$ cat src/rtl/link_partner.sv
// Link-cable partner: 8-bit MSB-first serial exchange, as SCK master or as a follower of DMG SCK.
// Optional slave-mode abort on SCK silence is enabled by defining LINK_PARTNER_TIMEOUT_EN.
module link_partner #(
  parameter int unsigned HALF_DIV = 256,
  parameter int unsigned TIMEOUT  = 4096
) (
  input  logic       clk1,
  input  logic       nrst,
  input  logic       start,
  input  logic       master,
  input  logic [7:0] tx_byte,
  output logic [7:0] rx_byte,
  output logic       busy,
  output logic       done,
  output logic       err,
  input  logic       lnk_si,
  output logic       lnk_so,
  input  logic       lnk_sck_i,
  output logic       lnk_sck_o,
  output logic       lnk_sck_oe
);

  typedef enum logic [1:0] {StIdle, StLow, StHigh, StDone} state_e;

  localparam logic [15:0] HalfLoad = 16'(HALF_DIV - 1);

  state_e      state_q;
  logic [7:0]  shift_q;
  logic [2:0]  bit_cnt_q;
  logic        master_q;
  logic [15:0] half_cnt_q;
  logic [1:0]  sync_q;
  logic        sck_prev_q;
  logic        seen_fall_q;
  logic [7:0]  rx_byte_q;
  logic        err_q;
  logic        so_q;
  logic        sck_o_q;
  logic        sck_oe_q;

  logic sck_fall;
  logic sck_rise;

`ifdef LINK_PARTNER_TIMEOUT_EN
  localparam logic [15:0] ToLast = 16'(TIMEOUT - 1);
  logic [15:0] to_cnt_q;
`else
  logic unused_timeout;
  assign unused_timeout = ^TIMEOUT;
`endif

  assign sck_fall = sck_prev_q & ~sync_q[1];
  assign sck_rise = ~sck_prev_q & sync_q[1];

  always_ff @(posedge clk1 or negedge nrst) begin
    if (!nrst) begin
      state_q     <= StIdle;
      shift_q     <= 8'h00;
      bit_cnt_q   <= 3'd0;
      master_q    <= 1'b0;
      half_cnt_q  <= 16'd0;
      sync_q      <= 2'b11;
      sck_prev_q  <= 1'b1;
      seen_fall_q <= 1'b0;
      rx_byte_q   <= 8'h00;
      err_q       <= 1'b0;
      so_q        <= 1'b1;
      sck_o_q     <= 1'b1;
      sck_oe_q    <= 1'b0;
`ifdef LINK_PARTNER_TIMEOUT_EN
      to_cnt_q    <= 16'd0;
`endif
    end else begin
      sync_q     <= {sync_q[0], lnk_sck_i};
      sck_prev_q <= sync_q[1];
      err_q      <= 1'b0;
      case (state_q)
        StIdle: begin
          if (start) begin
            shift_q     <= tx_byte;
            bit_cnt_q   <= 3'd0;
            master_q    <= master;
            seen_fall_q <= 1'b0;
            half_cnt_q  <= HalfLoad;
            state_q     <= StLow;
`ifdef LINK_PARTNER_TIMEOUT_EN
            to_cnt_q    <= 16'd0;
`endif
            // Entering LOW as master is itself the first SCK fall.
            if (master) begin
              so_q     <= tx_byte[7];
              sck_o_q  <= 1'b0;
              sck_oe_q <= 1'b1;
            end
          end
        end
        StLow, StHigh: begin
          if (master_q) begin
            if (half_cnt_q != 16'd0) begin
              half_cnt_q <= half_cnt_q - 16'd1;
            end else begin
              half_cnt_q <= HalfLoad;
              if (state_q == StLow) begin
                state_q   <= StHigh;
                sck_o_q   <= 1'b1;
                shift_q   <= {shift_q[6:0], lnk_si};
                bit_cnt_q <= bit_cnt_q + 3'd1;
              end else if (bit_cnt_q == 3'd0) begin
                // Counter wrapped: the 8th high phase has just ended.
                state_q   <= StDone;
                rx_byte_q <= shift_q;
                sck_oe_q  <= 1'b0;
              end else begin
                state_q <= StLow;
                sck_o_q <= 1'b0;
                so_q    <= shift_q[7];
              end
            end
          end else begin
`ifdef LINK_PARTNER_TIMEOUT_EN
            if (sck_fall || sck_rise) begin
              to_cnt_q <= 16'd0;
            end else begin
              to_cnt_q <= to_cnt_q + 16'd1;
            end
`endif
            if (sck_fall) begin
              so_q        <= shift_q[7];
              seen_fall_q <= 1'b1;
              state_q     <= StLow;
            end else if (sck_rise && seen_fall_q) begin
              shift_q   <= {shift_q[6:0], lnk_si};
              bit_cnt_q <= bit_cnt_q + 3'd1;
              if (bit_cnt_q == 3'd7) begin
                state_q   <= StDone;
                rx_byte_q <= {shift_q[6:0], lnk_si};
              end else begin
                state_q <= StHigh;
              end
            end
`ifdef LINK_PARTNER_TIMEOUT_EN
            else if (!sck_rise && to_cnt_q == ToLast) begin
              err_q   <= 1'b1;
              state_q <= StIdle;
            end
`endif
          end
        end
        StDone: state_q <= StIdle;
        default: state_q <= StIdle;
      endcase
    end
  end

  assign rx_byte    = rx_byte_q;
  assign busy       = (state_q == StLow) || (state_q == StHigh);
  assign done       = (state_q == StDone);
  assign err        = err_q;
  assign lnk_so     = so_q;
  assign lnk_sck_o  = sck_o_q;
  assign lnk_sck_oe = sck_oe_q;

endmodule

$ cat config.mk
export PLATFORM = sky130hd
export DESIGN_NAME = link_partner
export DESIGN_NICKNAME = d
export VERILOG_FILES = /design/src/rtl/link_partner.sv
export SDC_FILE = /design/constraint.sdc
export NUM_CORES = 1
export LEC_CHECK = 0
export ABC_CLOCK_PERIOD_IN_PS = 2900
export CORE_MARGIN = 5
export CORE_UTILIZATION = 40
export CTS_BUF_LIST = sky130_fd_sc_hd__clkbuf_4
export CTS_CLUSTER_SIZE = 8
export DETAILED_ROUTE_END_ITERATION = 8
export SYNTH_ARGS = -nofsm -noshare
export SYNTH_HDL_FRONTEND = slang
export SYNTH_SLANG_ARGS = --single-unit
export TNS_END_PERCENT = 20
$ cat constraint.sdc
create_clock -name clk1 -period 2.9 [get_ports clk1]
set_clock_uncertainty 0.2 [all_clocks]
set_input_delay 0.435 -clock clk1 [delete_from_list [all_inputs] [get_ports clk1]]
set_output_delay 0.435 -clock clk1 [all_outputs]
set_load 0.01 [all_outputs]
# == Word-level counts from Yosys, hierarchy flattened ==
# Cells that the tools add are included.
# totals
register_bits,45
latchBits,0
mem_bits_rw,0
romBits,0
inputBits,14
out_inout_bits,14
word_cells,121
n_memories,0
# classes
add_sub_neg,2
mul,0
div,0
order_cmp,0
n_eq_ne,25
shifts,0
mux,60
bitwise_logic,4
reduce_logical,18
# ops
cell,n
$mux W8,13
$mux W16,3
$pmux W16 S2,1
$ne A3 B3 Y1 const B,8
$mux W1,23
$ne A2 B2 Y1 const B,11
$reduce_and A7 Y1,3
$mux W3,6
$pmux W8 S2,1
$reduce_bool A16 Y1,1
$sub A16 B1 Y16 const B,1
$mux W2,7
$reduce_and A6 Y1,2
$pmux W1 S2,4
$pmux W2 S3,1
$pmux W3 S2,1
$reduce_and A3 Y1,2
$reduce_bool A2 Y1,3
$eq A2 B2 Y1 const B,2
$ne A4 B4 Y1 const B,1
$reduce_and A4 Y1,1
$add A3 B1 Y3 const B,1
$eq A3 B3 Y1 const B,1
$logic_not A3 Y1,1
9 further kinds,11

# == Depth between registers and ports, before layout ==
# depth
ltp_word,7
ltp_mapped,9
ltp_nobuf,7

# == Least setup slack after synthesis ==
# OpenSTA, ideal clock, no wires.
# synth_timing
path_kind,register to register
start,register half_cnt_q[0]
end,register rx_byte_q[0] (netlist: rx_byte[0])
setup_time_ns,0.125
t_arrival_ns,2.223
t_required_ns,2.575
setup_slack_ns,0.352
path_stages_with_launch,8
n_path_buf,0
period_less_slack_ns,2.548
path_cell_list,dfrtp_1 -> inv_1 -> ha_1 -> nor3b_2 -> nand4_4 -> or4_4 -> a21oi_4 -> mux2_4
# synth_between
elab_chain_cells,3
# synth_lines
item,line,text
"start, declared",31,logic [15:0] half_cnt_q;
"start signal, assigned",84,half_cnt_q <= HalfLoad;
"start signal, assigned",100,half_cnt_q <= half_cnt_q - 16'd1;
"start signal, assigned",102,half_cnt_q <= HalfLoad;
$reduce_bool A16 Y1,99,if (half_cnt_q != 16'd0) begin
$ne A2 B2 Y1 (no line),--,
$reduce_and A7 Y1 (no line),--,
"end signal, assigned",111,rx_byte_q <= shift_q;
"end signal, assigned",136,"rx_byte_q <= {shift_q[6:0], lnk_si};"
"end, declared",35,logic [7:0] rx_byte_q;
# Every way passes these cells.
# A chain may end at the register's enable or synchronous reset.

# == Worst setup path after layout ==
# layout_timing
start,register half_cnt_q[0]
end,register rx_byte_q[1] (netlist: rx_byte[1])
# The elaborated chain is that of the path after synthesis.

==> results by group <==
Outcome
  – Status: completed

Final layout
  – Fillcell total: 584
  – Nets@finish: 289
  – Layout cell share with drive strength beyond 1: 20.97%
  – Final Non-Filler Cells: 342
  – Reg area: 1132 sq um
  – Antenna diode count: 0
  – Area of the multi-input gates: 1265 sq um
  – Area Overhead vs Synth: 18.53%

Logic synthesis
  – Mean Syn Cell Area: 10.62 sq um
  – Most area-consuming cells after synthesis: dfrtp_1, mux2_2, dfstp_2
  – Post-synth EDFFs: 0
  – Most common cell in the synthesized netlist: dfrtp_1
  – Mapped Nets: 255
  – Synth top area share: 40.61%
  – Register area share after synthesis: 45.94%
  – Gate Count Post-Synth: 232
  – Top_reg_cell synth: dfrtp_1
  – Post-synth cell types: 44
  – Seq cells post-synth: 45
  – Mapped cell area: 2465 sq um
  – Post-synth top area cell: dfrtp_1
  – Post-synth ARST share: 100.0%
  – Synth warn: 0
  – Commonest cells post-synth: dfrtp_1, nand2_1, o21ai_0

STA
  – Worst hold slack: 0.1670 ns
  – Final Hold Viols: 0
  – Relative slew slack: 54.45%
  – Endpoints failing setup: 0
  – Setup TNS: 0 ns
  – Post-layout minimum cycle time: 2.687 ns
  – Setup ws final: 0.2134 ns
  – Max-slew violations: 0
  – Part of the cycle the worst path needs: 92.64%
  – Maximum clock rate: 372.2 MHz
  – Unrepaired setup endpoints after global routing: false
  – Worst slew pin tran: 0.6761 ns

Critical path
  – RR Startpoint: half_cnt_q[0]
  – Crit-path cells: inv_1, ha_1, nor3b_2, nand4_4, or4_4, a21oi_4, mux2_4
  – CP peak stage delay: 0.51 ns
  – CP required: 2.95 ns
  – Slowest-stage cell, CP: or4_4
  – CP arrival: 2.73 ns
  – Crit path kind: reg -> reg
  – Crit. Startpoint: half_cnt_q[0]
  – Crit end category: flip-flop
  – Critical path peak fanout: 8
  – Worst Setup Start Kind: flip-flop

Floorplan
  – Rows: 28
  – Die width: 88.50 microns
  – Die Ht: 88.50 microns
  – Area of the core: 5956 sq um
  – Die ar.: 7832 sq um
  – # IOs: 28
  – Initial Util: 41.39%

Clock tree
  – H-tree lvl count: 2
  – Root Driver: clkbuf_4
  – CTS tree: built
  – PostCTS Resize Cnt: 0
  – Clk sink count: 45
  – Worst-Skew Late Latency: 0.36 ns
  – Clk buf depth: 2
  – Clock transition at path regs: 0.12 ns
  – Cts bufs inserted: 5
  – Post-CTS setup buffer count: 0

Power
  – Power Density: 873.7 nW/um^2
  – Pleak: 0.001221 uW
  – Pwr Total: 2553 uW
  – Worst IR Drop VDD: 0.3694 mV

Place
  – Dpl cells: 333
  – Dpl ws: 0.2168 ns
  – Post-DP HPWL: 3711 microns
  – Port bufs: 26
  – GPL Wtd Cong: 0.8023

Drt
  – DR WL/cell: 14.52 microns
  – WL final: 4967 microns
  – Antenna-violating nets left: 0
  – First drt pass iteration count: 4
  – Initial detailed-routing violation count: 66
  – Via density per instance: 5.205
  – Via count: 1780
  – Drc violations: 0

Global routing
  – Maximum number of pins on one net before global-route repair: 27
  – First-pass GRT wire length: 8507 microns
  – Vias in the first global route: 1800
  – Grt ovf: 0
  – Initial antenna violation count: 0
  – GRT Util Overall: 14.18%

Min path
  – Hold Startpoint: sync_q[0]
  – Hold WC Path Type: reg -> reg

Run
  – Max-cap viol count: 0
-- flip-flops by register name, summed over array words and instances (netlist names) --
register and flops:
bit_cnt_q 3, half_cnt_q 16, lnk_sck_o 1, lnk_sck_oe 1, lnk_so 1, master_q 1, rx_byte 8, sck_prev_q 1
seen_fall_q 1, shift_q 8, state_q 2, sync_q 2
-- report_power, final --
group / switching, uW / internal [uW] / total (uW)
clock: 203 / 115 / 318
sequential: 114 / 776 / 891
combinational: 728 / 616 / 1340
total: 1050 / 1510 / 2550
-- per-layer routing --
metal / track usage [%] / wire, microns
met5: 0 / 0
met4: 3.846 / 55
met3: 3.911 / 189
met2: 23.32 / 2324
met1: 18.44 / 2397
-- final cells by class --
type	instances	share of cell area (%)
inverter	10	1.285
tap	75	3.212
clock buffer	7	1.799
clock inverter	1	0.2570
timing repair buffer	36	11.39
sequential	45	38.76
multi-input combinational	168	43.30
-- timing repair --
action                                 4_1_cts  5_1_grt
hold buffers                                 1        0
endpoints found under the hold margin       19        0
setup endpoints to repair                    0        0
-- critical path, delay by kind of cell (launching register included) --
kind | cells | cell delay, ns
AND/OR/NAND/NOR | 3 | 1.00
adder cells (fa/ha/maj) | 1 | 0.15
AO/OA/AOI/OAI | 1 | 0.40
multiplexers | 1 | 0.34
flip-flops | 1 | 0.43
buffers and inverters | 1 | 0.07
-- path summary, 6_finish.rpt --
check,end,slack (ns),cells past startpoint
worst max-delay path,rx_byte[1],0.21,7
worst min-delay path,sync_q[1],0.17,0
worst max register to register,rx_byte[1],0.21,7
worst min register to register,sync_q[1],0.17,0
max in group asynchronous,lnk_so,1.40,3
min in group asynchronous,half_cnt_q[10],0.34,2
-- metrics by stage --
| stage | utilization [%] | cell area, sq um |
|---|---|---|
| after CTS | 49.05 | 2922 |
| after detailed placement | 47.88 | 2851 |
| final | 49.05 | 2922 |
| after floorplan | - | 2465 |
| after global placement | 47.88 | 2851 |
| after global routing | 49.05 | 2922 |
-- cells in the final DEF (no fill, tap or decap), types with 2 or more instances in the layout --
| master | synthesis | routed |
|---|---|---|
| o31ai_1 | 2 | 2 |
| xnor2_1 | 5 | 5 |
| o21ai_0 | 20 | 20 |
| clkbuf_4 | 0 | 7 |
| nand2_1 | 29 | 29 |
| mux2_2 | 14 | 14 |
| nor2_1 | 17 | 17 |
| nor4_1 | 3 | 3 |
| dfstp_2 | 5 | 5 |
| nand4_1 | 3 | 3 |
| clkdlybuf4s50_1 | 0 | 25 |
| nor3_1 | 3 | 3 |
| o311ai_0 | 3 | 2 |
| xor2_1 | 5 | 5 |
| ha_1 | 9 | 9 |
| a21oi_1 | 8 | 8 |
| nand2b_1 | 3 | 3 |
| buf_4 | 1 | 9 |
| inv_1 | 10 | 10 |
| or3_1 | 3 | 3 |
| nand3_1 | 3 | 3 |
| mux2i_1 | 9 | 9 |
| mux2_4 | 8 | 8 |
| nor4_4 | 2 | 2 |
| dfrtp_1 | 40 | 40 |
-- logic make-up (layout without fill, tap and decap cells) --
family	Yosys count	after routing	share of synthesized area [%]
AOI/OAI and AO/OA	39	39	9.747
xor gates and xnor gates	10	10	3.553
muxes	31	31	14.92
and+or+nand+nor	78	78	18.07
DFF	45	45	45.94
other	1	1	0.1521
adders and majority gates	9	9	4.569
buffers and inverters	19	54	3.046
(Power assumes the default switching activity.)
